--- src/rtl/reg_load_seq.sv ---
// Multi-cycle control sequencer: FETCH/DECODE/EXE/MEM/WB/HALTED with load strobes.
// Optional retired-instruction counter enabled by defining RLS_INSTR_CNT_EN.
module reg_load_seq (
    input  logic        CLK,
    input  logic        RESET,
    input  logic        MEM_READY,
    input  logic [1:0]  OP_CLASS,
    input  logic        HALT,
    output logic [2:0]  STATE,
    output logic        PC_LOAD,
    output logic        IR_LOAD,
    output logic        RF_LOAD,
    output logic        MEM_READ,
    output logic        MEM_WRITE,
    output logic [31:0] INSTR_CNT
);

    typedef enum logic [2:0] {
        ST_FETCH  = 3'd0,
        ST_DECODE = 3'd1,
        ST_EXE    = 3'd2,
        ST_MEM    = 3'd3,
        ST_WB     = 3'd4,
        ST_HALTED = 3'd5
    } state_t;

    state_t state_q;
    state_t state_d;
    logic   pc_load_s;
    logic   ir_load_s;
    logic   rf_load_s;
    logic   mem_read_s;
    logic   mem_write_s;

    // Next-state and raw strobe decode from current state and inputs
    always_comb begin
        state_d     = ST_FETCH;
        pc_load_s   = 1'b0;
        ir_load_s   = 1'b0;
        rf_load_s   = 1'b0;
        mem_read_s  = 1'b0;
        mem_write_s = 1'b0;
        case (state_q)
            ST_FETCH: begin
                mem_read_s = 1'b1;
                if (MEM_READY) begin
                    ir_load_s = 1'b1;
                    state_d   = ST_DECODE;
                end else begin
                    state_d   = ST_FETCH;
                end
            end
            ST_DECODE: begin
                if (HALT) begin
                    state_d = ST_HALTED;
                end else begin
                    state_d = ST_EXE;
                end
            end
            ST_EXE: begin
                case (OP_CLASS)
                    2'b00:   state_d = ST_WB;
                    2'b01:   state_d = ST_MEM;
                    2'b10:   state_d = ST_MEM;
                    2'b11: begin
                        pc_load_s = 1'b1;
                        state_d   = ST_FETCH;
                    end
                    default: state_d = ST_FETCH;
                endcase
            end
            ST_MEM: begin
                // OP_CLASS is held by upstream, so it still selects load vs store here
                case (OP_CLASS)
                    2'b01: begin
                        mem_read_s = 1'b1;
                        if (MEM_READY) begin
                            state_d = ST_WB;
                        end else begin
                            state_d = ST_MEM;
                        end
                    end
                    2'b10: begin
                        mem_write_s = 1'b1;
                        if (MEM_READY) begin
                            pc_load_s = 1'b1;
                            state_d   = ST_FETCH;
                        end else begin
                            state_d   = ST_MEM;
                        end
                    end
                    default: state_d = ST_FETCH;
                endcase
            end
            ST_WB: begin
                rf_load_s = 1'b1;
                pc_load_s = 1'b1;
                state_d   = ST_FETCH;
            end
            ST_HALTED: state_d = ST_HALTED;
            default:   state_d = ST_FETCH;
        endcase
    end

    // State register with synchronous active-low reset
    always_ff @(posedge CLK) begin
        if (!RESET) begin
            state_q <= ST_FETCH;
        end else begin
            state_q <= state_d;
        end
    end

    // Strobes are forced low combinationally while reset is asserted
    assign PC_LOAD   = RESET & pc_load_s;
    assign IR_LOAD   = RESET & ir_load_s;
    assign RF_LOAD   = RESET & rf_load_s;
    assign MEM_READ  = RESET & mem_read_s;
    assign MEM_WRITE = RESET & mem_write_s;
    assign STATE     = state_q;

`ifdef RLS_INSTR_CNT_EN
    logic [31:0] instr_cnt_q;
    logic [31:0] instr_cnt_d;

    // One retire per PC load; wraps naturally at 32 bits
    always_comb begin
        if (PC_LOAD) begin
            instr_cnt_d = instr_cnt_q + 32'd1;
        end else begin
            instr_cnt_d = instr_cnt_q;
        end
    end

    // Retired-instruction counter register
    always_ff @(posedge CLK) begin
        if (!RESET) begin
            instr_cnt_q <= 32'd0;
        end else begin
            instr_cnt_q <= instr_cnt_d;
        end
    end

    assign INSTR_CNT = instr_cnt_q;
`else
    assign INSTR_CNT = 32'h0000_0000;
`endif

endmodule

--- config.mk ---
export PLATFORM = sky130hd
export DESIGN_NAME = reg_load_seq
export DESIGN_NICKNAME = d
export VERILOG_FILES = /design/src/rtl/reg_load_seq.sv
export SDC_FILE = /design/constraint.sdc
export NUM_CORES = 1
export LEC_CHECK = 0
export BUFFER_PORTS_ARGS = -buffer_cell sky130_fd_sc_hd__buf_2
export CORE_MARGIN = 2
export CORE_UTILIZATION = 30
export CTS_CLUSTER_DIAMETER = 50
export CTS_CLUSTER_SIZE = 25
export DETAILED_ROUTE_END_ITERATION = 7
export HOLD_SLACK_MARGIN = 0.08
export PLACE_DENSITY = 0.65
export SLEW_MARGIN = 20
export SYNTH_ARGS = -nofsm -noshare
export SYNTH_HDL_FRONTEND = slang
export SYNTH_SLANG_ARGS = --single-unit
--- constraint.sdc ---
create_clock -name CLK -period 1.1 [get_ports CLK]
set_input_delay 0.11 -clock CLK [delete_from_list [all_inputs] [get_ports CLK]]
set_output_delay 0.11 -clock CLK [all_outputs]
set_load 0.02 [all_outputs]
[Yosys cells after proc, flatten, opt, wreduce, memory -nomap -nowiden]
Cells that the tools add are included.
Storage, ports and cells
  bits in registers: 3
  input port bits: 6
Operators by class
  eq/ne operators: 8
  multiplexer cells: 17
  bitwise logic cells: 5
  reductions and logical operators: 3
Operators by type and width (number)
  case mux 3 bit (5 select lines): 1
  two-way mux 1 bit: 9
  case mux 3 bit (3 select lines): 1
  equality test 3 x 2 -> 1 bit (second input constant): 2
  equality test 3 bit (second input constant): 2
  two-way mux 3 bit: 2
  case mux 3 bit (2 select lines): 1
  bitwise AND 1 bit: 5
  equality test 2 bit (second input constant): 2
  equality test 3 x 1 -> 1 bit (second input constant): 1
  logical NOT 3 bit: 1
  case mux 1 bit (3 select lines): 1
  equality test 2 x 1 -> 1 bit (second input constant): 1
  logical NOT 2 bit: 1
  two-way mux 2 bit: 1
  case mux 1 bit (2 select lines): 1
  OR reduction 2 bit: 1

[Depth between registers and ports, before layout]
Gate-level depths: netlist of run 1.
  depth in word-level cells: 4
  gate-level depth with buffers: 5

[Worst setup path after synthesis of run 1]
OpenSTA, ideal clock, no wires.
  kind: register to output
  from: reg state_q[0] (netlist: STATE[0])
  to: out PC_LOAD
  data arrival time: 1.325 ns
  data required time: 0.990 ns
  path slack: -0.335 ns
  stages on the path, launching flop included: 4
  cell sequence: dfxtp_1 > buf_2 > a311oi_1 > nor3b_1
Between the ends
  word-level cells in the longest chain between the ends: 3
  elaborated cells on any way between the ends: 5
  classes of those cells: eq/ne: 3; mux: 1; bitwise: 1
Ends and longest elaborated chain
  start, declared: line 27  | state_t state_q;
  start signal, assigned: line 110  | state_q <= state_d;
  equality test 3 bit or equality test 3 x 2 -> 1 bit (tied branches): line 43  | case (state_q)
  case mux 1 bit (3 select lines) (*): line 43
  bitwise AND 1 bit (*): line 115  | assign PC_LOAD = RESET & pc_load_s;
  end, declared: line 10  | output logic PC_LOAD,
Mark *: on every way between the ends. The rest lies on a longest branch, timed or not.

[Worst setup path after layout of run 1]
Ends and elaborated chain as after synthesis.

==> results of run 1 <==
worst paths after layout:
| path | to | cells after the start | slack [ns] | start |
|---|---|---|---|---|
| setup / recovery | PC_LOAD | 3 | -0.15 | STATE[0] |
| hold / removal | STATE[2] | 2 | 0.14 | RESET |
| setup reg to reg | STATE[0] | 4 | 0.03 | STATE[2] |
| hold reg to reg | STATE[0] | 2 | 0.61 | STATE[1] |
cells in the mapped netlist (all sizes together):
library cell / count / area share
buf: 34 / 0.46
o21ai: 5 / 0.046
ha: 4 / 0.092
nor2: 4 / 0.028
dfxtp: 3 / 0.11
inv: 3 / 0.021
and3: 2 / 0.023
nand2: 2 / 0.014
nand2b: 2 / 0.023
nor2b: 2 / 0.023
o21a: 2 / 0.028
a21oi: 1 / 0.0092
a311oi: 1 / 0.016
a32o: 1 / 0.018
and2: 1 / 0.012
and4: 1 / 0.016
conb: 1 / 0.0069
nand3: 1 / 0.0092
nor3b: 1 / 0.014
o21bai: 1 / 0.014
o32ai: 1 / 0.016
what timing repair did:
item / 4_1_cts / 5_1_grt
endpoints found under the hold margin: 0 / 0
gates resized for setup: 17 / 2
setup endpoints to repair: 5 / 6
setup buffers: 3 / 0
hold buffers: 0 / 0
pin swaps: 3 / 2
routing by layer:
metal,vias to the layer above,GRT usage,part of all wire
li1,219,-,-
met5,-,0,0
met4,0,0.0400,0.022
met2,33,0.172,0.52
met3,5,0.0235,0.11
met1,202,0.0968,0.35
through the flow:
step                TNS (ns)  hold slack [ns]
global placement     -0.0949            0.389
global route          -0.643            0.158
floorplan            -0.0317            0.227
detailed placement   -0.0998            0.394
CTS                   -0.393            0.145
finish                -0.405            0.139
logic make-up (layout without fill, tap and decap cells):
family / after synthesis / count (layout) / synth area share
simple gates: 16 / 16 / 0.161
flops: 3 / 3 / 0.111
compound gates: 12 / 12 / 0.147
fa+ha+maj: 4 / 4 / 0.0922
buf+inv: 37 / 26 / 0.482
other cells: 1 / 32 / 0.00691
layout make-up:
type,instances,area [um^2]
Multi-Input combinational cell,64,367
Fill cell,178,1060
Sequential cell,3,71.3
Inverter,3,11.3
Timing Repair Buffer,19,138
Tap cell,25,31.3
Clock buffer,4,26.3
worst max-delay path, delay by kind of cell (launching register included):
family          cells  cell delay (ns)
flops               1             0.36
compound gates      1             0.30
buf+inv             1             0.16
simple gates        1             0.08
report_power, final:
| part | internal, uW | switching (uW) |
|---|---|---|
| Clock | 136 | 63.0 |
| Combinational | 90.0 | 184 |
| Sequential | 117 | 16.9 |
| Total | 343 | 264 |
==> metrics.log, run 1 <==
INFO  metric run_status = finished, violations left
INFO  metric violations = negative setup slack
INFO  metric route.vias.total = 459
INFO  metric io-pin-count = 46
INFO  metric detailedPlacementHpwl = 729 um
INFO  metric layout.nets = 104
INFO  metric first_pass_grt_wire_length = 1430 um
INFO  metric area_of_the_mapped_netlist = 543 um^2
INFO  metric leakagePower = 0.000350 uW
INFO  metric fp.dieH = 46.5 um
INFO  metric cts_root_buffer = sky130_fd_sc_hd__clkbuf_4
INFO  metric critPathCaptureType = output pin
INFO  metric finalCoreUtilization = 0.377
INFO  metric path_cells = a311oi_1, nor3b_2, buf_4
INFO  metric crit_path_max_fanout = 6
INFO  metric numClockSinks = 3
INFO  metric largest_register_ffs = 3
INFO  metric post-route-worst-setup-slack = -0.153 ns
INFO  metric drt_first_pass_iters = 4
INFO  metric worstHoldPathType = in -> reg
INFO  metric grt-ovfl-total = 0
INFO  metric dp_worst_setup_slack = -0.0610 ns
INFO  metric cp_slowest_cell = sky130_fd_sc_hd__dfxtp_4
INFO  metric layout.cells.most_common = sky130_fd_sc_hd__conb_1
INFO  metric power.total = 607 uW
INFO  metric route.final.wire_length = 985 um
INFO  metric gp_congestion = 0.753
INFO  metric timing.max_cap.violations = 0
INFO  metric grt_antenna_before_repair = 0
INFO  metric layout-drive-gt1-share = 0.323
INFO  metric final_cell_mix = sky130_fd_sc_hd__conb_1 (32), sky130_fd_sc_hd__buf_2 (8), sky130_fd_sc_hd__buf_4 (7)
INFO  metric synth_cells = 73
INFO  metric setup_viol = 5
INFO  metric tritoncts_buffer_count = 3
INFO  metric netlist-cell-type-count = 23
INFO  metric detail_route.vias_per_cell = 3.89
INFO  metric ys.warnings.count = 0
INFO  metric final_antenna_net_count = 0
INFO  metric flops_latches_synth = 3
INFO  metric grt_max_degree = 12
INFO  metric first_iter_violations = 8
INFO  metric power_density_over_the_cells = 942 mW/mm^2
INFO  metric max_freq = 798 MHz
INFO  metric cts_tree = yes
INFO  metric die_area = 0.00217 mm^2
INFO  metric clk_path_buf_depth = 2
INFO  metric timing.final.hold_violations = 0
INFO  metric syn_avg_cell_area = 7.44 um^2
INFO  metric wl_per_instance = 8.35 um
INFO  metric fp.dieW = 46.5 um
INFO  metric row_count = 15
INFO  metric diodes = 0
INFO  metric clk_pin_slew = 0.04 ns
INFO  metric worst_path_largest_cell_delay = 0.36 ns
INFO  metric clock_h_tree_levels = 1
INFO  metric fin_skew = 0.00926 ns
INFO  metric cp-start-kind = register
INFO  metric numPlacedInstances = 111
INFO  metric cp_data_arrival_time = 1.14 ns
INFO  metric report.final.slew_viol_count = 0
INFO  metric insertion_delay = 0.24 ns
INFO  metric core = 0.00171 mm^2
INFO  metric min_tclk_post_route = 1.25 ns
INFO  metric area_growth_syn_to_layout = 18.7%
INFO  metric ir_drop = 450 uV
INFO  metric synth-seq-area-share = 0.111
INFO  metric setup_repair_after_global_routing_missed_its_margin = yes
INFO  metric vias_in_the_first_global_route = 367
INFO  metric criticalPathCategory = reg -> out
INFO  metric fin_crit_sh = 1.14
INFO  metric track_usage = 0.0929
INFO  metric critical_path_required = 0.99 ns
INFO  metric final_area = 644 um^2
INFO  metric final_cell_count_no_fill = 118
INFO  metric drcViolationCount = 0
INFO  metric post_dp_cell_area = 539 um^2
INFO  metric port_buffers = 13
INFO  metric initial_utilization = 0.318
(Power assumes the default switching activity.)
==> inputs of run 2 (changes only) <==
--- a/config.mk
+++ b/config.mk
@@ -12,7 +12,7 @@
 export CTS_CLUSTER_SIZE = 25
 export DETAILED_ROUTE_END_ITERATION = 7
 export HOLD_SLACK_MARGIN = 0.08
-export PLACE_DENSITY = 0.65
+export PLACE_DENSITY = 0.76
 export SLEW_MARGIN = 20
 export SYNTH_ARGS = -nofsm -noshare
 export SYNTH_HDL_FRONTEND = slang
==> metrics.log, run 2 (synthesis gave the netlist of run 1 again) <==
INFO  metric run_status = finished, violations left
INFO  metric violations = negative setup slack
INFO  metric report.final.slew_viol_count = 0
INFO  metric largest_register_ffs = 3
INFO  metric cts_root_buffer = sky130_fd_sc_hd__clkbuf_4
INFO  metric min_tclk_post_route = 1.23 ns
INFO  metric gp_congestion = 0.835
INFO  metric critical_path_required = 0.99 ns
INFO  metric first_pass_grt_wire_length = 1320 um
INFO  metric clock_h_tree_levels = 1
INFO  metric clk_path_buf_depth = 2
INFO  metric fin_skew = 0.000593 ns
INFO  metric numPlacedInstances = 112
INFO  metric worstHoldPathType = in -> reg
INFO  metric seq_power_share = 0.218
INFO  metric crit_path_max_fanout = 8
INFO  metric setup_repair_after_global_routing_missed_its_margin = yes
INFO  metric reg2reg_slack = 0.06 ns
INFO  metric cp_data_arrival_time = 1.12 ns
INFO  metric grt_max_degree = 12
INFO  metric drcViolationCount = 0
INFO  metric comb_power_share = 0.477
INFO  metric power.share.clock = 0.305
INFO  metric worst_r2r_endpoint = STATE[0]
INFO  metric detail_route.vias_per_cell = 3.73
INFO  metric setup.worst_path.start = STATE[0]
INFO  metric total_switching_power = 263 uW
INFO  metric ir_drop = 370 uV
INFO  metric timing.hold.worst_path_depth = 2
INFO  metric cp_slowest_cell = sky130_fd_sc_hd__dfxtp_4
INFO  metric fin_crit_sh = 1.12
INFO  metric worst-path-stages = 4
INFO  metric grt_antenna_before_repair = 0
INFO  metric layout.nets = 106
INFO  metric layout.cells.most_common = sky130_fd_sc_hd__conb_1
INFO  metric layout.filler_cells = 185
INFO  metric final_antenna_net_count = 0
INFO  metric power.internal = 361 uW
INFO  metric setup_viol = 5
INFO  metric criticalPathCategory = reg -> out
INFO  metric fp.dieW = 46.5 um
INFO  metric hold-path-endpoint = STATE[2]
INFO  metric numClockSinks = 3
INFO  metric timing.final.hold_violations = 0
INFO  metric initial_utilization = 0.318
INFO  metric final_cell_count_no_fill = 120
INFO  metric port_buffers = 13
INFO  metric layout-drive-gt1-share = 0.368
INFO  metric track_usage = 0.0884
INFO  metric worst_path_largest_cell_delay = 0.36 ns
INFO  metric clk_pin_slew = 0.04 ns
INFO  metric drt_first_pass_iters = 2
INFO  metric detailedPlacementHpwl = 792 um
INFO  metric area_growth_syn_to_layout = 26.5%
INFO  metric ctsHoldBuffers = 0
INFO  metric first_iter_violations = 1
INFO  metric wl_per_instance = 8.33 um
INFO  metric critPathCaptureType = output pin
INFO  metric die_area = 0.00217 mm^2
INFO  metric vias_in_the_first_global_route = 356
INFO  metric worst_hold_margin = 0.143 ns
INFO  metric diodes = 0
INFO  metric timing.max_cap.violations = 0
INFO  metric power_density_over_the_cells = 909 mW/mm^2
INFO  metric cp-start-kind = register
INFO  metric tritoncts_buffer_count = 3
INFO  metric cts_tree = yes
INFO  metric insertion_delay = 0.23 ns
INFO  metric fp.dieH = 46.5 um
INFO  metric min_from = RESET
INFO  metric grt-ovfl-total = 0
INFO  metric post-route-worst-setup-slack = -0.128 ns
INFO  metric path_cells = nor2b_2, a311oi_2, nor3b_2, buf_4
INFO  metric row_count = 15
INFO  metric crit_path_buf_inv_count = 1
INFO  metric route.final.wire_length = 999 um
INFO  metric core = 0.00171 mm^2
INFO  metric ff_to_ff_path_depth = 4
INFO  metric timing.rr.start = STATE[2]
INFO  metric max_freq = 814 MHz
INFO  metric leakagePower = 0.000364 uW
INFO  metric final_cell_mix = sky130_fd_sc_hd__conb_1 (32), sky130_fd_sc_hd__buf_2 (7), sky130_fd_sc_hd__buf_6 (7), sky130_fd_sc_hd__buf_4 (6)
INFO  metric route.vias.total = 447
INFO  metric sw_frac_of_total = 0.421
INFO  metric timing.critical_path.max_delay_family = flip-flops
INFO  metric io-pin-count = 46
[run 2: cell count changes in the layout (fill, tap and decap cells not counted), sizes merged]
cell / previous run / this run
clkbuf: 4 / 5
buf: 19 / 20
[run 2: worst register-to-register path, cell delays in order, from the launching register on]
cell                      delay [ns]
sky130_fd_sc_hd__dfxtp_4        0.37
sky130_fd_sc_hd__buf_6          0.13
sky130_fd_sc_hd__o21ai_2        0.11
sky130_fd_sc_hd__o21ai_1        0.07
sky130_fd_sc_hd__a32o_1         0.25
[run 2: how the worst max path moves through the flow]
stage / end / slack [ns]
finish: PC_LOAD / -0.13
global route: PC_LOAD / -0.18
CTS: PC_LOAD / -0.18
detailed placement: PC_LOAD / -0.09
global placement: PC_LOAD / -0.06
floorplan: PC_LOAD / -0.03
[run 2: power by group through the flow]
stage / registers, uW / clock network [uW] / logic [uW]
finish: 136 / 190 / 298
global route: 139 / 208 / 325
CTS: 135 / 203 / 256
detailed placement: 139 / 0 / 232
global placement: 138 / 0 / 226
floorplan: 140 / 0 / 272
[run 2: through the flow]
step / setup TNS (ns) / setup WS (ns) / total power [uW] / cell area (um^2) / util
5_1_grt: -0.676 / -0.182 / 672 / 687 / 0.402
3_3_place_gp: -0.0938 / -0.0591 / 364 / 547 / 0.320
6_report: -0.388 / -0.128 / 624 / 687 / 0.402
2_1_floorplan: -0.0317 / -0.0317 / 412 / 683 / -
3_5_place_dp: -0.144 / -0.0895 / 370 / 547 / 0.320
4_1_cts: -0.507 / -0.178 / 593 / 629 / 0.368
[run 2: timing repair]
| item | in CTS | in global routing |
|---|---|---|
| buffers inserted | 2 | 2 |
| endpoints found under the setup margin | 5 | 6 |
| pin swaps | 5 | 1 |
| resized for setup | 14 | 11 |
| endpoints found under the hold margin | 0 | 0 |
[run 2: layer usage]
metal | vias up | routed length [um] | GRT usage
li1 | 217 | - | -
met1 | 206 | 333 | 0.0766
met2 | 24 | 563 | 0.169
met3 | 0 | 102 | 0.0314
met4 | 0 | 0 | 0.0514
met5 | - | 0 | 0
[run 2: layout make-up]
class,instances,area [um^2],share of cell area
Multi-Input combinational cell,64,383,0.557
Sequential cell,3,71.3,0.104
Clock buffer,4,26.3,0.0383
Tap cell,25,31.3,0.0455
Timing Repair Buffer,21,164,0.239
Inverter,3,11.3,0.0164
==> inputs of run 3 (changes only) <==
--- a/config.mk
+++ b/config.mk
@@ -17,3 +17,4 @@
 export SYNTH_ARGS = -nofsm -noshare
 export SYNTH_HDL_FRONTEND = slang
 export SYNTH_SLANG_ARGS = --single-unit
+export TNS_END_PERCENT = 1
==> metrics.log, run 3 (synthesis gave the netlist of run 1 again) <==
INFO  metric run_status = finished, violations left
INFO  metric violations = negative setup slack
INFO  metric grt_max_degree = 9
INFO  metric fp.dieH = 46.5 um
INFO  metric final_area = 633 um^2
INFO  metric insertion_delay = 0.23 ns
INFO  metric worst_path_largest_cell_delay = 0.36 ns
INFO  metric reg2reg_slack = 0.06 ns
INFO  metric detail_route.vias_per_cell = 3.69
INFO  metric final_cell_mix = sky130_fd_sc_hd__conb_1 (32), sky130_fd_sc_hd__buf_4 (9), sky130_fd_sc_hd__buf_2 (8), sky130_fd_sc_hd__nor2_1 (4), sky130_fd_sc_hd__ha_1 (4)
INFO  metric numClockSinks = 3
INFO  metric timing.critical_path.max_delay_family = flip-flops
INFO  metric hold-path-endpoint = STATE[2]
INFO  metric timing.hold.worst_path_depth = 2
INFO  metric final_antenna_net_count = 0
INFO  metric largest_register_ffs = 3
INFO  metric area_growth_syn_to_layout = 16.6%
INFO  metric layout-drive-gt1-share = 0.323
INFO  metric post-route-worst-setup-slack = -0.121 ns
INFO  metric tritoncts_buffer_count = 3
INFO  metric gp_congestion = 0.762
INFO  metric critical_path_required = 0.99 ns
INFO  metric ir_drop = 352 uV
INFO  metric clk_pin_slew = 0.04 ns
INFO  metric layout.cells.most_common = sky130_fd_sc_hd__conb_1
INFO  metric layout.filler_cells = 188
INFO  metric fin_skew = 0.0000826 ns
INFO  metric row_count = 15
INFO  metric fp.dieW = 46.5 um
INFO  metric path_cells = buf_4, o21ai_2, and2_1, buf_6
INFO  metric core = 0.00171 mm^2
INFO  metric die_area = 0.00217 mm^2
INFO  metric worst-path-stages = 4
INFO  metric min_from = RESET
INFO  metric cp_slowest_cell = sky130_fd_sc_hd__dfxtp_4
INFO  metric first_iter_violations = 3
INFO  metric port_buffers = 13
INFO  metric clk_path_buf_depth = 2
INFO  metric cts_tree = yes
INFO  metric post_dp_cell_area = 546 um^2
INFO  metric leakagePower = 0.000349 uW
INFO  metric min_tclk_post_route = 1.22 ns
INFO  metric io-pin-count = 46
INFO  metric clock_h_tree_levels = 1
INFO  metric ff_to_ff_path_depth = 4
INFO  metric critPathCaptureType = output pin
INFO  metric first_pass_grt_wire_length = 1410 um
INFO  metric worstHoldPathType = in -> reg
INFO  metric criticalPathCategory = reg -> out
INFO  metric diodes = 0
INFO  metric timing.max_cap.violations = 0
INFO  metric worst_hold_margin = 0.145 ns
INFO  metric vias_in_the_first_global_route = 358
INFO  metric worst_r2r_endpoint = STATE[0]
INFO  metric track_usage = 0.0932
INFO  metric layout.nets = 104
INFO  metric power_density_over_the_cells = 928 mW/mm^2
INFO  metric fin_crit_sh = 1.11
INFO  metric cp_data_arrival_time = 1.11 ns
INFO  metric wl_per_instance = 7.75 um
INFO  metric timing.rr.start = STATE[0]
INFO  metric setup_repair_after_global_routing_missed_its_margin = yes
INFO  metric grt_antenna_before_repair = 0
INFO  metric drt_first_pass_iters = 3
INFO  metric crit_path_max_fanout = 8
INFO  metric detailedPlacementHpwl = 760 um
INFO  metric cp-start-kind = register
INFO  metric report.final.slew_viol_count = 0
INFO  metric crit_path_buf_inv_count = 2
INFO  metric finalSetupTns = -0.370 ns
INFO  metric grt-ovfl-total = 0
INFO  metric numPlacedInstances = 112
INFO  metric route.vias.total = 435
INFO  metric max_freq = 819 MHz
INFO  metric multiInputGateArea = 363 um^2
INFO  metric final_cell_count_no_fill = 118
INFO  metric regArea = 71.3 um^2
INFO  metric route.final.wire_length = 914 um
INFO  metric drcViolationCount = 0
INFO  metric ctsHoldBuffers = 0
INFO  metric timing.final.hold_violations = 0
INFO  metric setup_viol = 5
INFO  metric cts_root_buffer = sky130_fd_sc_hd__clkbuf_4
INFO  metric initial_utilization = 0.318
==> run 3: power breakdown <==
part / switching (uW) / internal [uW]
clock: 53.0 / 136
sequential: 18.0 / 117
combinational: 179 / 85.2
total: 249 / 338
==> run 3: stage by stage <==
| stage | worst slack [ns] | util | power [uW] |
|---|---|---|---|
| final | -0.121 | 0.371 | 587 |
| after global routing | -0.192 | 0.371 | 635 |
| after CTS | -0.143 | 0.359 | 588 |
| after detailed placement | -0.102 | 0.319 | 372 |
| after global placement | -0.0916 | 0.319 | 367 |
| after floorplan | -0.0394 | - | 411 |
==> run 3: worst max path at each step <==
stage / start / to / slack (ns)
final: STATE[0] / MEM_READ / -0.12
after floorplan: STATE[1] / PC_LOAD / -0.04
after detailed placement: OP_CLASS[0] / PC_LOAD / -0.10
after global placement: OP_CLASS[0] / PC_LOAD / -0.09
after CTS: STATE[0] / MEM_READ / -0.14
after global routing: STATE[1] / PC_LOAD / -0.19
==> run 3: layer usage <==
layer | vias up | routed length, um | GRT usage | share of wire
li1 | 215 | - | - | -
met1 | 190 | 312 | 0.0858 | 0.34
met2 | 28 | 487 | 0.172 | 0.53
met3 | 2 | 104 | 0.0275 | 0.11
met4 | 0 | 10 | 0.0629 | 0.011
met5 | - | 0 | 0 | 0
==> run 3: timing repair <==
action                                  4_1_cts  5_1_grt
resized for setup                            10        6
endpoints found under the hold margin         0        0
endpoints found under the setup margin        5        5
buffers inserted                              2        0
pin swaps                                     2        1
gates cloned                                  0        0
==> run 3: area by class of cell <==
cell class / count / area share
sequential: 3 / 0.113
tap: 25 / 0.0494
multi-input combinational: 64 / 0.573
timing repair buffer: 19 / 0.206
inverter: 3 / 0.0178
clock buffer: 4 / 0.0415
